`src/rtl/rs232_rx_fifo.sv`:
```
// rs232_rx_fifo: synchronous byte FIFO with push/pop, a registered head and an occupancy count.
// A push that arrives while the FIFO is full and not being popped is dropped and flagged.
module rs232_rx_fifo #(
  parameter int FIFO_DEPTH = 4
) (
  input  logic                          i_clk,
  input  logic                          i_rst_n,
  input  logic                          i_push,
  input  logic [7:0]                    i_data,
  input  logic                          i_pop,
  output logic [7:0]                    o_data,
  output logic                          o_valid,
  output logic [$clog2(FIFO_DEPTH):0]   o_count,
  output logic                          o_overrun
);
  localparam int PW = $clog2(FIFO_DEPTH);
  localparam int CW = PW + 1;
  localparam logic [CW-1:0] FULL = CW'(FIFO_DEPTH);
  logic [7:0]    r_mem [FIFO_DEPTH];
  logic [PW-1:0] r_wptr, r_rptr;
  logic [CW-1:0] r_count;
  logic          w_pop, w_wr;
  assign o_valid   = r_count != '0;
  assign w_pop     = i_pop && o_valid;
  assign w_wr      = i_push && (r_count != FULL || w_pop);
  assign o_overrun = i_push && !w_wr;
  assign o_count   = r_count;
  assign o_data    = r_mem[r_rptr];
  // storage is reset so the head reads 0 until the first byte arrives
  always_ff @(posedge i_clk or negedge i_rst_n) begin
    if (!i_rst_n) begin
      r_mem   <= '{default: 8'h00};
      r_wptr  <= '0;
      r_rptr  <= '0;
      r_count <= '0;
    end else begin
      if (w_wr) begin
        r_mem[r_wptr] <= i_data;
        r_wptr        <= r_wptr + PW'(1);
      end
      if (w_pop) r_rptr <= r_rptr + PW'(1);
      r_count <= r_count + CW'(w_wr) - CW'(w_pop);
    end
  end
endmodule

```
`src/rtl/rs232_to_axis.sv`:
```
// rs232_to_axis: 16x-oversampling 8N1 receiver feeding a byte FIFO presented as an AXI byte stream,
// with rtsn flow control that holds off the remote sender before the FIFO overflows.
module rs232_to_axis #(
  parameter int CLOCK_FREQ = 133000000,
  parameter int BAUD_RATE  = 115200,
  parameter int FIFO_DEPTH = 4,
  parameter int RTS_MARGIN = 2
) (
  input  logic       clock,
  input  logic       resetn,
  input  logic       rxd,
  output logic       rtsn,
  output logic [7:0] odata,
  output logic       ovalid,
  input  logic       oready,
  output logic       ferror,
  output logic       overrun
);
  localparam int SAMPLE_COUNT = CLOCK_FREQ / (16 * BAUD_RATE);
  localparam int TW = $clog2(SAMPLE_COUNT);
  localparam int CW = $clog2(FIFO_DEPTH) + 1;
  localparam logic [TW-1:0] TICK_RELOAD = TW'(SAMPLE_COUNT - 1);
  localparam logic [CW-1:0] RTS_LEVEL   = CW'(FIFO_DEPTH - RTS_MARGIN);
  typedef enum logic [2:0] {IDLE, START, DATA, STOP, BREAK} state_t;
  state_t        r_state, w_state_nxt;
  logic          r_rx1, r_rxs;
  logic [TW-1:0] r_tcnt;
  logic [3:0]    r_phase, w_ph;
  logic [2:0]    r_bit;
  logic [7:0]    r_shift;
  logic          r_s7, r_s8;
  logic          r_rtsn, r_ferror, r_overrun;
  logic          w_tick, w_restart, w_push, w_ferr, w_ovr, w_maj;
  logic [CW-1:0] w_count, w_count_nxt;
  assign w_tick      = r_tcnt == '0;
  assign w_ph        = r_phase + 4'd1;
  assign w_maj       = (r_s7 & r_s8) | (r_s7 & r_rxs) | (r_s8 & r_rxs);
  assign w_count_nxt = w_count + CW'(w_push && !w_ovr) - CW'(ovalid && oready);
  assign rtsn        = r_rtsn;
  assign ferror      = r_ferror;
  assign overrun     = r_overrun;
  // events fire on the tick that advances the phase to the named value
  always_comb begin
    w_state_nxt = r_state;
    w_restart   = 1'b0;
    w_push      = 1'b0;
    w_ferr      = 1'b0;
    case (r_state)
      IDLE: if (!r_rxs) begin
        w_state_nxt = START;
        w_restart   = 1'b1;
      end
      START: if (w_tick && w_ph == 4'd8 && r_rxs) w_state_nxt = IDLE;
        else if (w_tick && w_ph == 4'd15) w_state_nxt = DATA;
      DATA: if (w_tick && w_ph == 4'd15 && r_bit == 3'd7) w_state_nxt = STOP;
      STOP: if (w_tick && w_ph == 4'd8) begin
        w_state_nxt = r_rxs ? IDLE : BREAK;
        w_push      = r_rxs;
        w_ferr      = !r_rxs;
      end
      BREAK: if (r_rxs) w_state_nxt = IDLE;
      default: w_state_nxt = IDLE;
    endcase
  end
  always_ff @(posedge clock or negedge resetn) begin
    if (!resetn) begin
      r_state   <= IDLE;
      r_rx1     <= 1'b1;
      r_rxs     <= 1'b1;
      r_tcnt    <= TICK_RELOAD;
      r_phase   <= '0;
      r_bit     <= '0;
      r_shift   <= '0;
      r_s7      <= 1'b1;
      r_s8      <= 1'b1;
      r_rtsn    <= 1'b1;
      r_ferror  <= 1'b0;
      r_overrun <= 1'b0;
    end else begin
      r_state   <= w_state_nxt;
      r_rx1     <= rxd;
      r_rxs     <= r_rx1;
      r_tcnt    <= (w_restart || w_tick) ? TICK_RELOAD : r_tcnt - TW'(1);
      r_phase   <= w_restart ? 4'd0 : w_tick ? w_ph : r_phase;
      r_ferror  <= w_ferr;
      r_overrun <= w_ovr;
      r_rtsn    <= w_count_nxt >= RTS_LEVEL;
      if (r_state == START) r_bit <= '0;
      else if (r_state == DATA && w_tick && w_ph == 4'd15) r_bit <= r_bit + 3'd1;
      if (r_state == DATA && w_tick) begin
        if (w_ph == 4'd7) r_s7 <= r_rxs;
        if (w_ph == 4'd8) r_s8 <= r_rxs;
        if (w_ph == 4'd9) r_shift <= {w_maj, r_shift[7:1]};
      end
    end
  end
  rs232_rx_fifo #(.FIFO_DEPTH(FIFO_DEPTH)) u_fifo (
    .i_clk     (clock),
    .i_rst_n   (resetn),
    .i_push    (w_push),
    .i_data    (r_shift),
    .i_pop     (oready),
    .o_data    (odata),
    .o_valid   (ovalid),
    .o_count   (w_count),
    .o_overrun (w_ovr)
  );
endmodule
```
`config.mk`:
```
export PLATFORM = sky130hd
export DESIGN_NAME = rs232_to_axis
export DESIGN_NICKNAME = d
export VERILOG_FILES = /design/src/rtl/rs232_rx_fifo.sv /design/src/rtl/rs232_to_axis.sv
export SDC_FILE = /design/constraint.sdc
export NUM_CORES = 1
export LEC_CHECK = 0
export CORE_ASPECT_RATIO = 0.7
export CORE_UTILIZATION = 60
export CTS_BUF_LIST = sky130_fd_sc_hd__clkbuf_4
export CTS_CLUSTER_DIAMETER = 120
export DETAILED_ROUTE_END_ITERATION = 8
export PLACE_DENSITY = 0.9
export SYNTH_ARGS = -nofsm -noshare
export SYNTH_HDL_FRONTEND = slang
export SYNTH_HIERARCHICAL = 1
export SYNTH_SLANG_ARGS = --single-unit
```
`constraint.sdc`:
```
create_clock -name clock -period 4.2 [get_ports clock]
set_input_delay 0.84 -clock clock [delete_from_list [all_inputs] [get_ports clock]]
set_output_delay 0.84 -clock clock [all_outputs]
set_load 0.02 [all_outputs]
```
==> impl_metrics.yaml, run 1 <==
yosys:
  synth_area_per_cell_um2: 13.2
  ys_seq_area_share_pct: 52.0
  async_reset_ff_share_pct: 100
  syn-cell-area_um2: 3440
  postSynthCellCount: 261
  yosysWarnings: 6
  synth-seq-cells: 71
  synth_fp_nets: 281
  synth_edf_count: 0
  synthFlopType: "dfrtp_1"
  yosysUniqueCellTypes: 43
detailed_routing:
  ant_nets: 0
  drt_first_iter_violations: 148
  drc: 0
  routed_wl_mm: 5.79
  dr.pass1.iters: 4
  vias: 2068
  avgRoutedWirePerCell_um: 16.1
  vias_per_cell: 5.76
worst_hold_path:
  holdCritStartpoint: "r_rx1"
  min_to: "r_rxs"
  min_path_cells: 0
  hold_path.class: "reg -> reg"
cts:
  cts_root_buf: "clkbuf_4"
  post_cts_buffers: 0
  htreeDepth: 3
  cts_buffers: 9
  clockBufferDepth: 2
  postCtsHoldBufs: 0
  insertion_delay_ps: 410
  clock-sinks: 71
  cts_resized: 0
  clk_pin_slew_ps: 120
  cts_tree: "yes"
power:
  p_total_w: 0.00131
  power.density_nw_per_um2: 339
  ir_drop_mv: 0.334
  p_leak_nw: 1.80
  intPower_w: 0.00105
  seqPwrFrac_pct: 52.4
  switching_power_w: 0.000259
  swShare_pct: 19.8
  clkPwrFrac_pct: 46.3
  p_comb_share_pct: 1.2
global_route:
  grt_max_degree: 45
  grt_overflow: 0
  track_usage_pct: 21.8
  antenna_found_initial: 0
  first_global_vias: 1988
  grt_pass1_wl_mm: 9.78
placement:
  dp_hpwl_mm: 3.97
  port_buffers: 15
  pre_cts_slack_ps: 890
  place.gp.congestion: 0.847
floorplanning:
  die_h_um: 65.3
  fp-row-count: 22
  core_um2: 5370
  die_x_um: 92.5
  die-area_um2: 6040
  io_pins: 16
  start_util_pct: 64.1
setup_path:
  required_ps: 4540
  cp_data_arrival_time_ps: 3680
  rr_endpoint: "u_fifo/o_count[2]"
  crit_buf_inv: 2
  max_stage_delay_ps: 460
  path_class: "reg -> reg"
  cpLargestDelayFamily: "adder cells"
  start_kind: "flip-flop"
  r2r_start: "r_phase[0]"
  worstPathMaxFanout: 6
  path_cells: "ha_1 -> xnor2_1 -> nand4_1 -> nor3_1 -> and2_1 -> or2b_2 -> ha_1 -> inv_1 -> ha_1 -> inv_1 -> fa_1 -> xnor2_1 -> xnor2_1"
  end_kind: "flip-flop"
  r2r_slack_ps: 860
  ff2ff_path_depth: 13
  cp_slowest_cell: "dfrtp_1"
final_layout:
  nets: 302
  layout_commonest_cell: "dfrtp_1"
  nFillCells: 333
  area_growth_pct: 12.4
  post-route-util_pct: 72.0
  final_cell_mix: "62 x dfrtp_1, 43 x mux2_2, 18 x nand2_1"
  antenna-diode-count: 0
  drive_gt1_share_pct: 32.4
sta:
  setup_slack_ps: 862
  slew_violations: 0
  relSlewSlack_pct: 37.3
  hold_viol: 0
  clock_skew_ps: 14.9
  setup_tns_ps: 0
  grt_setup_unrepaired: "false"
  finalCritPeriodShare_pct: 79.5
  whs_ps: 371
  period_minus_slack_ps: 3340
  fmax_ghz: 0.300
  setup_viol: 0
  worstMarginPinSlew_ps: 941
outcome:
  outcome: "completed"
flow_run:
  cap_viol_max_count: 0
## kinds of logic (layout without fill, tap and decap cells)
logic type	count (synthesis)	count (layout)	share of synthesized area, %
xor+xnor	18	18	5.13
buf+inv	16	42	2.07
flops	71	71	52.0
fa+ha+maj	17	17	6.55
mux	51	51	19.3
compound gates	14	14	2.77
simple gates	74	74	12.2
## worst register-to-register path, cell delays in order, from the launching register on
cell	delay (ps)
dfrtp_1	460
ha_1	270
xnor2_1	350
nand4_1	160
nor3_1	220
and2_1	250
or2b_2	360
ha_1	300
inv_1	50
ha_1	130
inv_1	50
fa_1	370
xnor2_1	190
xnor2_1	130
## area by class of cell
cell class                 instances  area (um^2)  share of cell area, %
clock buffer                       9         67.6                   1.75
clock inverter                     7          145                   3.76
inverter                           9         33.8                  0.874
multi-input combinational        174         1580                   40.9
sequential                        71         1790                   46.3
tap                               72         90.1                   2.33
timing repair buffer              17          160                   4.15
## per-layer routing
metal / wire length, um / part of all wire [%] / GRT usage, % / vias to the layer above
met4: 64 / 1.1 / 8.79 / 0
met2: 2700 / 47 / 32.1 / 40
met1: 2810 / 49 / 31.7 / 1062
met5: 0 / 0 / 0 / -
met3: 210 / 3.6 / 4.86 / 8
li1: - / - / - / 958
## sequential cells by signal (all words and copies together) (netlist names), 2 cells and up
signal,cells
r_state,3
r_phase,4
r_shift,8
u_fifo/r_wptr,2
u_fifo/r_rptr,2
r_tcnt,7
u_fifo/o_count,3
u_fifo/r_mem,32
r_bit,3
## worst max-delay path by stage
stage	cells past startpoint	slack (ps)	start	endpoint
global placement	10	950	oready	u_fifo/o_count[2]
CTS	13	860	r_phase[0]	u_fifo/o_count[2]
detailed placement	13	890	r_phase[0]	u_fifo/o_count[2]
global route	14	660	r_tcnt[0]	u_fifo/o_count[2]
floorplan	15	950	r_tcnt[0]	u_fifo/o_count[2]
finish	13	860	r_phase[0]	u_fifo/o_count[2]
## metrics by stage
stage,cells,instance area (um^2)
after floorplan,261,3440
after global placement,343,3650
after detailed placement,343,3650
after CTS,359,3860
after global routing,359,3860
final,359,3860
## power by group through the flow
stage                     clock network (W)    logic, W  registers (W)
final                              0.000607   0.0000163       0.000687
after floorplan                           0  0.00000154       0.000699
after global routing               0.000651   0.0000194       0.000688
after detailed placement                  0   0.0000175       0.000700
after CTS                          0.000626   0.0000174       0.000687
after global placement                    0   0.0000173       0.000700
## synthesized netlist by cell type (all sizes together) (3+ instances only)
cell type / number / area, um^2
xnor2: 11 / 115
buf: 5 / 30.0
mux4: 8 / 180
nor2: 18 / 77.6
or3: 3 / 21.3
xor2: 7 / 61.3
nand3: 9 / 45.0
a21oi: 6 / 30.0
dfrtp: 62 / 1550
dfstp: 9 / 236
ha: 14 / 175
o31ai: 4 / 30.0
mux2: 43 / 484
nand2: 18 / 67.6
and2: 5 / 32.5
inv: 9 / 33.8
nand4: 3 / 18.8
nor3: 5 / 36.3
No activity file was read; power rests on OpenSTA's default activity.
==> inputs of run 2 (changes only) <==
- clock period: 4.2 -> 3.1 ns (I/O delays scaled with it)
==> impl_metrics.yaml, run 2 (same netlist as run 1, synthesis figures left out) <==
setup_path:
  end_kind: "flip-flop"
  start_kind: "flip-flop"
  cp_data_arrival_time_ps: 3340
  path_class: "reg -> reg"
  required_ps: 3410
  cp_slowest_cell: "dfrtp_1"
  path_cells: "ha_4 -> xnor2_2 -> buf_4 -> buf_4 -> buf_4 -> buf_4 -> buf_4 -> buf_4 -> buf_4 -> buf_4 -> buf_4 -> buf_4 -> buf_4 -> buf_4 -> buf_4 -> nand3_4 -> nor3_4 -> buf_6 -> mux2_2"
  worstPathMaxFanout: 4
  cpMostUsedCell: "buf_4"
  max_stage_delay_ps: 430
global_route:
  grt_max_degree: 30
  antenna_found_initial: 0
  grt_pass1_wl_mm: 12.2
  track_usage_pct: 27.5
  grt_overflow: 0
  first_global_vias: 2496
detailed_routing:
  ant_nets: 0
  vias: 2358
  drt_first_iter_violations: 323
  dr.pass1.iters: 4
  drc: 0
  avgRoutedWirePerCell_um: 19.9
  routed_wl_mm: 7.74
  vias_per_cell: 6.06
floorplanning:
  start_util_pct: 64.1
  die_x_um: 92.5
  fp-row-count: 22
  die_h_um: 65.3
  die-area_um2: 6040
  core_um2: 5370
  io_pins: 16
cts:
  cts_tree: "yes"
  htreeDepth: 3
  insertion_delay_ps: 420
  cts_buffers: 9
  clk_pin_slew_ps: 130
  cts_root_buf: "clkbuf_4"
  postCtsHoldBufs: 0
  clock-sinks: 71
  clockBufferDepth: 2
final_layout:
  final_cell_mix: "62 x dfrtp_1, 43 x mux2_2, 30 x buf_4"
  top_regs: "u_fifo/r_mem x32, r_shift x8, r_tcnt x7"
  multi_input_comb_area_um2: 1660
  largest_reg_flops: 32
  area_growth_pct: 19.9
  drive_gt1_share_pct: 41.6
  largest_register: "u_fifo/r_mem"
  nets: 332
  seqCellArea_um2: 1790
  antenna-diode-count: 0
  layout_commonest_cell: "dfrtp_1"
  nFillCells: 317
outcome:
  outcome: "completed"
placement:
  place.gp.congestion: 0.867
  port_buffers: 15
  dp_hpwl_mm: 4.51
power:
  p_leak_nw: 1.94
  power.density_nw_per_um2: 392
  ir_drop_mv: 0.461
  p_total_w: 0.00161
sta:
  fmax_ghz: 0.330
  period_minus_slack_ps: 3030
  finalCritPeriodShare_pct: 97.8
  slew_violations: 0
  hold_viol: 0
  setup_tns_ps: 0
  setup_viol: 0
  worstMarginPinSlew_ps: 987
  relSlewSlack_pct: 33.6
  whs_ps: 215
  clock_skew_ps: 22.9
worst_hold_path:
  hold_path.class: "in -> async"
flow_run:
  cap_viol_max_count: 0
==> run 2: report_power, final <==
part	leakage [nW]	switching, W	internal, W	total (W)
Combinational	0.906	0.0000193	0.00000470	0.0000240
Clock	0.0864	0.000325	0.000335	0.000659
Sequential	0.950	0.00000256	0.000929	0.000931
==> run 2: area by class of cell <==
type / count / share of cell area [%]
multi-input cells: 174 / 40.2
clock inverters: 6 / 2.09
clock buffers: 10 / 1.82
inverters: 9 / 0.819
well taps: 72 / 2.19
repair buffers: 47 / 9.53
flip-flops and latches: 71 / 43.4
==> run 2: per-layer routing <==
metal	vias up	track usage (%)	routed length, um
met3	35	6.71	496
met4	0	10.7	305
li1	1018	-	-
met5	-	0	0
met1	1188	35.7	3230
met2	117	45.0	3710
==> run 2: path summary, 6_finish.rpt <==
check                           startpoint                to  slack (ps)  depth (start not counted)
worst max-delay path            r_phase[1]        r_shift[0]          70                         19
worst min-delay path                resetn  u_fifo/r_mem[25]         220                          1
worst max register to register  r_phase[1]        r_shift[0]          70                         19
worst min register to register       r_rx1             r_rxs         360                          0
max in group asynchronous           resetn             r_rx1        2030                          2
min in group clock                   r_rx1             r_rxs         360                          0
==> run 2: what timing repair did <==
item | in CTS | in global routing
resized for setup | 1 | 12
pin swaps | 4 | 5
setup endpoints to repair | 1 | 11
buffers inserted | 15 | 7
==> run 2: critical path: cells and delay by family (launching register included) <==
kind,cells,cell delay (ps)
buffers and inverters,14,1750
and+or+nand+nor,2,150
DFF,1,430
adders and majority gates,1,190
muxes,1,270
xor gates and xnor gates,1,130
==> run 2: stage by stage <==
step / setup slack [ps] / utilization [%] / std cells / cell area, um^2
2_1_floorplan: 5.09 / - / 261 / 3460
3_3_place_gp: 180 / 69.7 / 353 / 3740
3_5_place_dp: 20.0 / 69.7 / 353 / 3740
4_1_cts: 33.5 / 74.9 / 384 / 4020
5_1_grt: -26.9 / 76.8 / 389 / 4120
6_report: 67.4 / 76.8 / 389 / 4120
